[src/rtl/sprite_blitter.sv]
// Sprite-to-framebuffer writer: walks the sprite footprint in raster order, fetches texels
// from a synchronous ROM and issues clipped, colour-keyed pixel writes over valid/ready.
module sprite_blitter #(
  parameter int                HWIDTH   = 10,
  parameter int                VWIDTH   = 10,
  parameter int                AWIDTH   = 12,
  parameter int                IWIDTH   = 0,
  parameter int                DWIDTH   = 12,
  parameter int                HSIZE    = 64,
  parameter int                VSIZE    = 64,
  parameter int                SCREEN_H = 640,
  parameter int                SCREEN_V = 480,
  parameter logic [DWIDTH-1:0] TRANSP   = '0
) (
  input  logic              clk,
  input  logic              rst_n,
  input  logic              start,
  input  logic [HWIDTH-1:0] hoffset,
  input  logic [VWIDTH-1:0] voffset,
  input  logic              hflip,
  input  logic              vflip,
  output logic              busy,
  output logic              done,
  output logic [AWIDTH-1:0] rom_addr,
  input  logic [DWIDTH-1:0] rom_data,
  output logic [HWIDTH-1:0] fb_hdata,
  output logic [VWIDTH-1:0] fb_vdata,
  output logic [DWIDTH-1:0] fb_data,
  output logic              fb_valid,
  input  logic              fb_ready
);

  localparam int XW = (HSIZE > 1) ? $clog2(HSIZE) : 1;
  localparam int YW = (VSIZE > 1) ? $clog2(VSIZE) : 1;
  localparam logic [XW-1:0]     X_LAST  = XW'(HSIZE - 1);
  localparam logic [YW-1:0]     Y_LAST  = YW'(VSIZE - 1);
  localparam logic [AWIDTH-1:0] TEX_W   = AWIDTH'(HSIZE >> IWIDTH);
  localparam logic [HWIDTH-1:0] HSIZE_S = HWIDTH'(HSIZE);
  localparam logic [VWIDTH-1:0] VSIZE_S = VWIDTH'(VSIZE);
  localparam logic [HWIDTH:0]   HCLIP   = (HWIDTH+1)'(SCREEN_H);
  localparam logic [VWIDTH:0]   VCLIP   = (VWIDTH+1)'(SCREEN_V);

  typedef enum logic [2:0] {
    S_IDLE, S_READ, S_WAIT, S_WRITE, S_NEXT, S_DONE
  } state_t;

  state_t              state_q, state_d;
  logic [XW-1:0]       x_q, x_d;
  logic [YW-1:0]       y_q, y_d;
  logic [HWIDTH-1:0]   hoffset_q, hoffset_d;
  logic [VWIDTH-1:0]   voffset_q, voffset_d;
  logic                hflip_q, hflip_d, vflip_q, vflip_d;
  logic                busy_q, busy_d, done_q, done_d;
  logic [AWIDTH-1:0]   rom_addr_q, rom_addr_d;
  logic [HWIDTH-1:0]   fb_hdata_q, fb_hdata_d;
  logic [VWIDTH-1:0]   fb_vdata_q, fb_vdata_d;
  logic [DWIDTH-1:0]   fb_data_q, fb_data_d;
  logic                fb_valid_q, fb_valid_d;

  logic [HWIDTH-1:0]   h_sum, h_pix;
  logic [VWIDTH-1:0]   v_sum, v_pix;
  logic                skip, last_x;
  logic [XW-1:0]       nx;
  logic [YW-1:0]       ny;

  function automatic logic [AWIDTH-1:0] tex_addr(input logic [XW-1:0] x, input logic [YW-1:0] y);
    return AWIDTH'(y >> IWIDTH) * TEX_W + AWIDTH'(x >> IWIDTH);
  endfunction

  // Inverse of the scan-out transform, wrapping modulo the coordinate width.
  always_comb begin
    h_sum = HWIDTH'(x_q) + hoffset_q;
    v_sum = VWIDTH'(y_q) + voffset_q;
    h_pix = hflip_q ? HSIZE_S - h_sum : h_sum;
    v_pix = vflip_q ? VSIZE_S - v_sum : v_sum;
    skip  = ({1'b0, h_pix} >= HCLIP) || ({1'b0, v_pix} >= VCLIP) || (rom_data == TRANSP);
    last_x = (x_q == X_LAST);
    nx     = last_x ? '0 : x_q + 1'b1;
    ny     = last_x ? y_q + 1'b1 : y_q;
  end

  always_comb begin
    state_d    = state_q;
    x_d        = x_q;
    y_d        = y_q;
    hoffset_d  = hoffset_q;
    voffset_d  = voffset_q;
    hflip_d    = hflip_q;
    vflip_d    = vflip_q;
    busy_d     = busy_q;
    done_d     = 1'b0;
    rom_addr_d = rom_addr_q;
    fb_hdata_d = fb_hdata_q;
    fb_vdata_d = fb_vdata_q;
    fb_data_d  = fb_data_q;
    fb_valid_d = fb_valid_q;
    case (state_q)
      S_IDLE: begin
        if (start) begin
          hoffset_d  = hoffset;
          voffset_d  = voffset;
          hflip_d    = hflip;
          vflip_d    = vflip;
          x_d        = '0;
          y_d        = '0;
          rom_addr_d = '0;
          busy_d     = 1'b1;
          state_d    = S_READ;
        end
      end
      S_READ: state_d = S_WAIT;
      S_WAIT: begin
        fb_data_d  = rom_data;
        fb_hdata_d = h_pix;
        fb_vdata_d = v_pix;
        if (skip) begin
          state_d = S_NEXT;
        end else begin
          fb_valid_d = 1'b1;
          state_d    = S_WRITE;
        end
      end
      S_WRITE: begin
        if (fb_ready) begin
          fb_valid_d = 1'b0;
          state_d    = S_NEXT;
        end
      end
      S_NEXT: begin
        x_d = nx;
        y_d = ny;
        if (last_x && (y_q == Y_LAST)) begin
          done_d  = 1'b1;
          busy_d  = 1'b0;
          state_d = S_DONE;
        end else begin
          // Address registered here so it is already stable during READ.
          rom_addr_d = tex_addr(nx, ny);
          state_d    = S_READ;
        end
      end
      S_DONE:  state_d = S_IDLE;
      default: state_d = S_IDLE;
    endcase
  end

  always_ff @(posedge clk or negedge rst_n) begin
    if (!rst_n) begin
      state_q    <= S_IDLE;
      x_q        <= '0;
      y_q        <= '0;
      hoffset_q  <= '0;
      voffset_q  <= '0;
      hflip_q    <= 1'b0;
      vflip_q    <= 1'b0;
      busy_q     <= 1'b0;
      done_q     <= 1'b0;
      rom_addr_q <= '0;
      fb_hdata_q <= '0;
      fb_vdata_q <= '0;
      fb_data_q  <= '0;
      fb_valid_q <= 1'b0;
    end else begin
      state_q    <= state_d;
      x_q        <= x_d;
      y_q        <= y_d;
      hoffset_q  <= hoffset_d;
      voffset_q  <= voffset_d;
      hflip_q    <= hflip_d;
      vflip_q    <= vflip_d;
      busy_q     <= busy_d;
      done_q     <= done_d;
      rom_addr_q <= rom_addr_d;
      fb_hdata_q <= fb_hdata_d;
      fb_vdata_q <= fb_vdata_d;
      fb_data_q  <= fb_data_d;
      fb_valid_q <= fb_valid_d;
    end
  end

  assign busy     = busy_q;
  assign done     = done_q;
  assign rom_addr = rom_addr_q;
  assign fb_hdata = fb_hdata_q;
  assign fb_vdata = fb_vdata_q;
  assign fb_data  = fb_data_q;
  assign fb_valid = fb_valid_q;

endmodule

[config.mk]
export PLATFORM = sky130hd
export DESIGN_NAME = sprite_blitter
export DESIGN_NICKNAME = d
export VERILOG_FILES = /design/src/rtl/sprite_blitter.sv
export SDC_FILE = /design/constraint.sdc
export NUM_CORES = 1
export LEC_CHECK = 0
export CAP_MARGIN = 20
export CORE_MARGIN = 3
export CORE_UTILIZATION = 38
export CTS_BUF_LIST = sky130_fd_sc_hd__clkbuf_8
export DETAILED_ROUTE_END_ITERATION = 10
export PLACE_DENSITY = 0.72
export RECOVER_POWER = 100
export SYNTH_ARGS = -nofsm -noshare
export SYNTH_HDL_FRONTEND = slang
export SYNTH_SLANG_ARGS = --single-unit
[constraint.sdc]
create_clock -name clk -period 3.4 [get_ports clk]
set_input_delay 0.34 -clock clk [delete_from_list [all_inputs] [get_ports clk]]
set_output_delay 0.34 -clock clk [all_outputs]
set_load 0.05 [all_outputs]
==> summary.txt <==
Synthesis
  – Main flop type after synthesis: dfrtp_1
  – EDFF count, synth: 0
  – Yosys Warn Count: 0
  – Combinational family with the most area after synthesis: simple AND/OR/NAND/NOR gates
  – Yosys cell types: 56
  – Synth Cell Area: 4670 um^2
  – Post-Synth Adder-Cell Area: 5.15%
  – Avg Cell Area, Syn: 9.09 um^2
  – Synth Area in Simple Gates: 19.3%
  – Post-Syn Instances: 513
  – Synthesized Nets: 569
  – Mux contribution to synthesized area: 5.26%
  – FF+latch count, synth: 84
  – Seq/Total Area, Yosys: 45.1%
  – Async set-reset flop share out of synthesis: 100%
  – Post-synthesis compound-gate area fraction: 16.5%
  – XOR/XNOR Fraction of Synth Area: 5.82%

Clock network
  – Root buffer cell: clkbuf_8
  – CTS tree: done
  – Cts bufs inserted: 9
  – Clock Sink Count: 84
  – Worst-Skew Late Latency: 360 ps
  – Clock Path Buffers: 2
  – CTS H-tree lvls: 3
  – Clk slew on worst S/H paths: 90 ps

Route
  – WL per Instance: 15.2 um
  – Total Wirelength: 11.3 mm
  – Met1 WL: 5.34 mm
  – Metal3 WL: 735 um
  – First-pass iteration count of the detailed router: 6
  – Vias: 3958
  – Top layer in use: met4
  – Antenna-violating nets left: 0
  – Vias/cell: 5.31
  – Initial drt markers: 291
  – Remaining DRCs: 0
  – Routed wl met2: 5.09 mm

Critical path
  – FF-to-FF Start: y_q[0]
  – CP Max Fanout: 6
  – CP Capture Type: flop
  – Arrival time worst endpoint: 3460 ps
  – R2r setup slk: 190 ps
  – Reg2reg end: state_q[2]
  – Crit Path Category: flop to flop
  – Startpoint Class: flop
  – CP required: 3660 ps
  – FF-to-FF path depth: 11

Die
  – Die height: 117 um
  – IO Pins: 85
  – Rows: 39
  – Initial cell density of the core: 39.8%
  – Core area: 11700 um^2
  – Die area: 13600 um^2
  – Die width: 117 um

Place
  – Gpl congestion: 0.826
  – DP HPWL: 8.31 mm
  – PortBufs: 84

Status
  – Violated checks: max-capacitance violations, max-slew violations
  – Status: finished, violations left

Power
  – Switching share of power: 48.2%
  – Static leakage: 2.62 nW
  – Power per cell area: 957 nW/um^2
  – Combinational power share: 56.9%
  – Internal Power: 0.00292 W
  – Sequential group share of total power: 29.7%
  – Pwr Total: 0.00564 W
  – Sw Pwr: 0.00272 W
  – Max IR drop VDD: 0.000335 V
  – Clock group share of total power: 13.4%

Timing
  – Setup Skew: 13.4 ps
  – Setup TNS: 0 ps
  – Final Setup Violations: 0
  – Final min period: 3210 ps
  – Slew at the pin closest to its max-slew limit: 2370 ps
  – Upper clock frequency limit: 312 MHz
  – Final Slew Violations: 92
  – Max transition margin: -57.8%
  – RSZ-0062 raised after global routing: no
  – Final hold violations: 0
  – Tcrit/Tclk final: 94.4%

Finish
  – Area Overhead vs Synth: 26.4%
  – Most frequent cells in the layout: 115 x nand2_1, 82 x dfrtp_1, 51 x o21ai_0, 48 x dlygate4sd3_1, 36 x clkdlybuf4s50_1
  – Share of cells above drive strength 1: 8.47%
  – Finished Core Util: 50.3%
  – Commonest non-fill, non-tap cell in the layout: nand2_1
  – Ant. Diodes: 0
  – Nets@finish: 653

Hold path
  – Hold Path Origin: fb_hdata[9]
  – Worst Hold Class: flop to flop
  – Hold Path Stages: 2
  – WHS Endpoint: fb_hdata[9]

GRT
  – Tot GR Track Use: 17.1%
  – Vias in the first global route: 3812
  – GRT Residual Overflow: 0
  – Global-route wire length before repair: 18.5 mm
  – Largest net degree at the start of global routing: 85
  – Initial antenna violation count: 0

Flow run
  – Max-cap violations: 2
[worst max-delay path by stage]
stage | slack [ps] | to | start | cells past startpoint
CTS | 90 | state_q[2] | y_q[0] | 11
global route | 20 | state_q[2] | y_q[0] | 11
detailed placement | 120 | state_q[2] | y_q[0] | 11
finish | 190 | state_q[2] | y_q[0] | 11
global placement | 190 | state_q[2] | y_q[0] | 11
floorplan | 350 | state_q[2] | y_q[0] | 11
[cell usage after synthesis (2+ instances only)]
cell	instances	share of area (%)
a22o_1	2	0.38
nand4_1	3	0.40
dfrtp_1	84	45
o311a_1	2	0.43
a211oi_1	6	0.97
a21oi_1	10	1.1
nor3_1	6	0.64
nand2_1	115	9.3
o311ai_1	2	0.38
mux2_2	20	4.8
o22ai_1	2	0.27
or3b_2	2	0.38
a21o_1	7	1.1
and2_1	2	0.27
o21ai_1	5	0.54
o221ai_1	2	0.38
nor4_1	5	0.67
o211ai_1	3	0.48
o21a_1	2	0.32
fa_1	2	0.86
or2_2	2	0.27
o31ai_1	7	1.1
inv_1	16	1.3
nor2b_1	3	0.40
a311oi_1	2	0.38
ha_1	16	4.3
nor2_1	34	2.7
clkbuf_1	17	1.4
o21ai_0	50	5.4
xor2_1	16	3.0
nand3_1	13	1.4
mux2i_1	2	0.43
a31oi_1	3	0.40
nand2b_1	8	1.1
xnor2_1	15	2.8
a211o_1	4	0.75
and3_1	4	0.54
[cell families after synthesis]
group                    Yosys count
AND/OR/NAND/NOR                  204
AO/OA/AOI/OAI                    119
flip-flops                        84
buffers and inverters             35
XOR/XNOR                          31
multiplexers                      22
adder cells (fa/ha/maj)           18
[layer usage]
| metal | track usage, % | up-vias |
|---|---|---|
| met5 | 0 | - |
| met4 | 5.89 | 0 |
| met3 | 4.16 | 10 |
| met2 | 26.3 | 124 |
| met1 | 23.6 | 1867 |
| li1 | - | 1957 |
[final cells by class]
type | instances | area (um^2)
well taps | 143 | 179
repair buffers | 92 | 898
clock buffers | 11 | 151
clock inverters | 5 | 60.1
fillers | 1093 | 5820
flip-flops and latches | 84 | 2100
inverters | 16 | 60.1
multi-input cells | 394 | 2440
[what timing repair did]
action / in CTS / in global routing
resized for setup: 0 / 6
endpoints found under the setup margin: 0 / 4
endpoints found under the hold margin: 0 / 3
setup buffers: 0 / 0
hold buffers: 0 / 1
[registers in the layout, indices dropped and copies added (netlist names)]
name       flops
done           1
busy           1
fb_data       12
vflip_q        1
y_q            6
fb_vdata      10
state_q        3
hflip_q        1
x_q            6
voffset_q     10
hoffset_q     10
fb_hdata      10
fb_valid       1
rom_addr      12
[per-stage QoR]
step	std cells	worst slack [ps]	cell area (um^2)	hold slack [ps]
2_1_floorplan	513	349	4670	44.4
3_3_place_gp	727	189	5660	452
3_5_place_dp	727	116	5660	457
4_1_cts	743	91.8	5870	218
5_1_grt	745	21.8	5900	488
6_report	745	191	5900	464
[power by group through the flow]
stage / Sequential, W / Combinational (W) / Clock [W]
3_3_place_gp: 0.00169 / 0.00322 / 0
2_1_floorplan: 0.00229 / 0.00172 / 0
6_report: 0.00167 / 0.00321 / 0.000755
5_1_grt: 0.00174 / 0.00356 / 0.000818
4_1_cts: 0.00169 / 0.00330 / 0.000782
3_5_place_dp: 0.00171 / 0.00329 / 0
[worst max-delay path: stages (launching register included)]
cell and delay (ps):
dfrtp_2 470, ha_1 260, fa_2 380, a211o_1 330, a21oi_2 140, o22ai_1 150
o311a_1 400, a21oi_1 170, xnor2_1 120, a21o_1 160, a211o_1 310, a31o_1 220
No activity file was read; power rests on OpenSTA's default activity.
==> RTL edit, RTL diff (same settings) <==
The parameter `VSIZE` goes from 64 to 32.
--- a/src/rtl/sprite_blitter.sv
+++ b/src/rtl/sprite_blitter.sv
@@ -7,7 +7,7 @@
   parameter int                IWIDTH   = 0,
   parameter int                DWIDTH   = 12,
   parameter int                HSIZE    = 64,
-  parameter int                VSIZE    = 64,
+  parameter int                VSIZE    = 32,
   parameter int                SCREEN_H = 640,
   parameter int                SCREEN_V = 480,
   parameter logic [DWIDTH-1:0] TRANSP   = '0
Function: changed (a bounded check fails within 4 cycles, from zero or initial values and one cycle with rst_n low).
==> RTL edit against the original RTL <==
Power grew 1.1%; synthesized area rose by 3.4%; synthesized cell count is 0.78% lower; clock skew decreased by 0.0037 ns; routed wire length increased by 1.5%; design area is 2.3% higher; sequential cell count shrank 2; worst setup slack worse by 0.075 ns.
==> RTL edit: results (changes against the original RTL) <==
stage	metric	value	unit	change
grt	grt_max_degree	83		-2.4%
pwr	p_leak	2.610	nW	-0.32%
grt	grtUsageTotal	16.29	%	-0.78 points
detailed_routing	wl_met3	499	um	-32%
worst_setup_path	cp.arrival	3.54	ns	+0.08 ns
detailed_routing	top_layer	met4		
yosys	synth_area_leaders	dfrtp_1, nand2_1, o21ai_0, mux2_2, ha_1		
yosys	synth_nets	565		-0.70%
placed_design	portBuffers	83		-1.2%
placed_design	place_ws	-0.003280	ns	-0.1197 ns
detailed_routing	vias_per_cell	5.275		-0.70%
yosys	yosysUniqueCellTypes	77		+38%
worst_setup_path	slowest_stage	ha_1		
detailed_routing	wl_per_cell	15.15	um	-0.41%
placed_design	gp_congestion	0.8712		+5.5%
placed_design	dp_hpwl	8464	um	+1.9%
pwr	ir_drop	0.3337	mV	-0.44%
timing	fin_skew	0.009734	ns	-0.003651 ns
worst_setup_path	critPathMaxStageDelay	0.54	ns	+0.07 ns
final_layout	area_delta_synth_final	24.97	%	
outcome	status	finished, final reports clean		
final_layout	nFillCells	1187		+8.6%
detailed_routing	met2_wirelength	5167	um	+1.5%
timing	relSlewSlack	2.503	%	+60 points
detailed_routing	drt-initial-drc-count	227		-22%
final_layout	drive_gt1_share	10.49	%	+2.0 points
yosys	ys_top_cells_by_count	nand2_1, dfrtp_1, o21ai_0		
worst_setup_path	crit_fanout	11		+5
grt	first_global_vias	3922		+2.9%
yosys	synth_warnings	0		unchanged
grt	grt_pass1_wl	18950	um	+2.2%
detailed_routing	met1Wirelength	5509	um	+3.1%
RTL edit: path summary, 6_finish.rpt:
path                                 to  cells after the start  slack [ns]  startpoint
max in group asynchronous        y_q[0]                      3        1.59       rst_n
min in group asynchronous  voffset_q[7]                      2        0.87       rst_n
hold / removal               fb_data[8]                      2        0.47  fb_data[8]
setup reg to reg             state_q[1]                      9        0.12      x_q[5]
setup / recovery             state_q[1]                      9        0.12      x_q[5]
hold reg to reg              fb_data[8]                      2        0.47  fb_data[8]
RTL edit: area by class of cell:
| type | count | area, um2 | area share (%) |
|---|---|---|---|
| clock inverters | 4 | 67.56 | 1.120 |
| well taps | 168 | 210.2 | 3.485 |
| repair buffers | 93 | 910.9 | 15.10 |
| clock buffers | 11 | 151.4 | 2.510 |
| inverters | 16 | 60.06 | 0.9959 |
| flip-flops and latches | 82 | 2053 | 34.05 |
| multi-input cells | 385 | 2577 | 42.74 |
RTL edit: power breakdown:
part / internal, W / total, W / switching [W]
sequential: 0.00134 / 0.00164 / 0.000304
clock: 0.000445 / 0.000780 / 0.000335
combinational: 0.00121 / 0.00328 / 0.00207
total: 0.00299 / 0.00570 / 0.00271
RTL edit: metal layers:
| layer | up-vias | global-route usage, % |
|---|---|---|
| met3 | 22 | 2.584 |
| li1 | 1968 | - |
| met5 | - | 0 |
| met2 | 130 | 24.72 |
| met4 | 0 | 7.748 |
| met1 | 1884 | 22.71 |
RTL edit: kinds of logic after synthesis:
family | count (synthesis) | synth area share, %
other cells | 1 | 0.07771
fa+ha+maj | 18 | 4.978
buf+inv | 42 | 3.941
compound gates | 129 | 18.43
simple gates | 187 | 19.29
flops | 82 | 42.52
xor+xnor | 30 | 6.145
mux | 20 | 4.615
RTL edit: worst reg2reg max path: stages, from the launching register on:
cell       delay [ns]
dfrtp_1          0.43
ha_1             0.54
inv_2            0.11
a311o_1          0.39
nor3_1           0.43
a31oi_2          0.23
o21a_1           0.25
o221ai_1         0.38
o2111ai_2        0.23
o21bai_1         0.20
RTL edit: through the flow:
step           hold slack, ns   TNS (ns)  utilization, %  instances  cell area, um2
3_5_place_dp           0.4618  -0.003280           47.38        740            5786
2_1_floorplan         0.04441          0               -        509            4826
3_3_place_gp           0.4589          0           47.38        740            5786
4_1_cts                0.2073          0           49.20        755            6008
6_report               0.4708          0           49.39        759            6031
5_1_grt                0.4985          0           49.39        759            6031
RTL edit: repair_timing:
item / in CTS / in global routing
gates resized for setup: 1 / 5
pin swaps: 0 / 1
buffers inserted: 0 / 2
hold endpoints to repair: 0 / 24
endpoints found under the setup margin: 2 / 3
hold buffers: 0 / 1
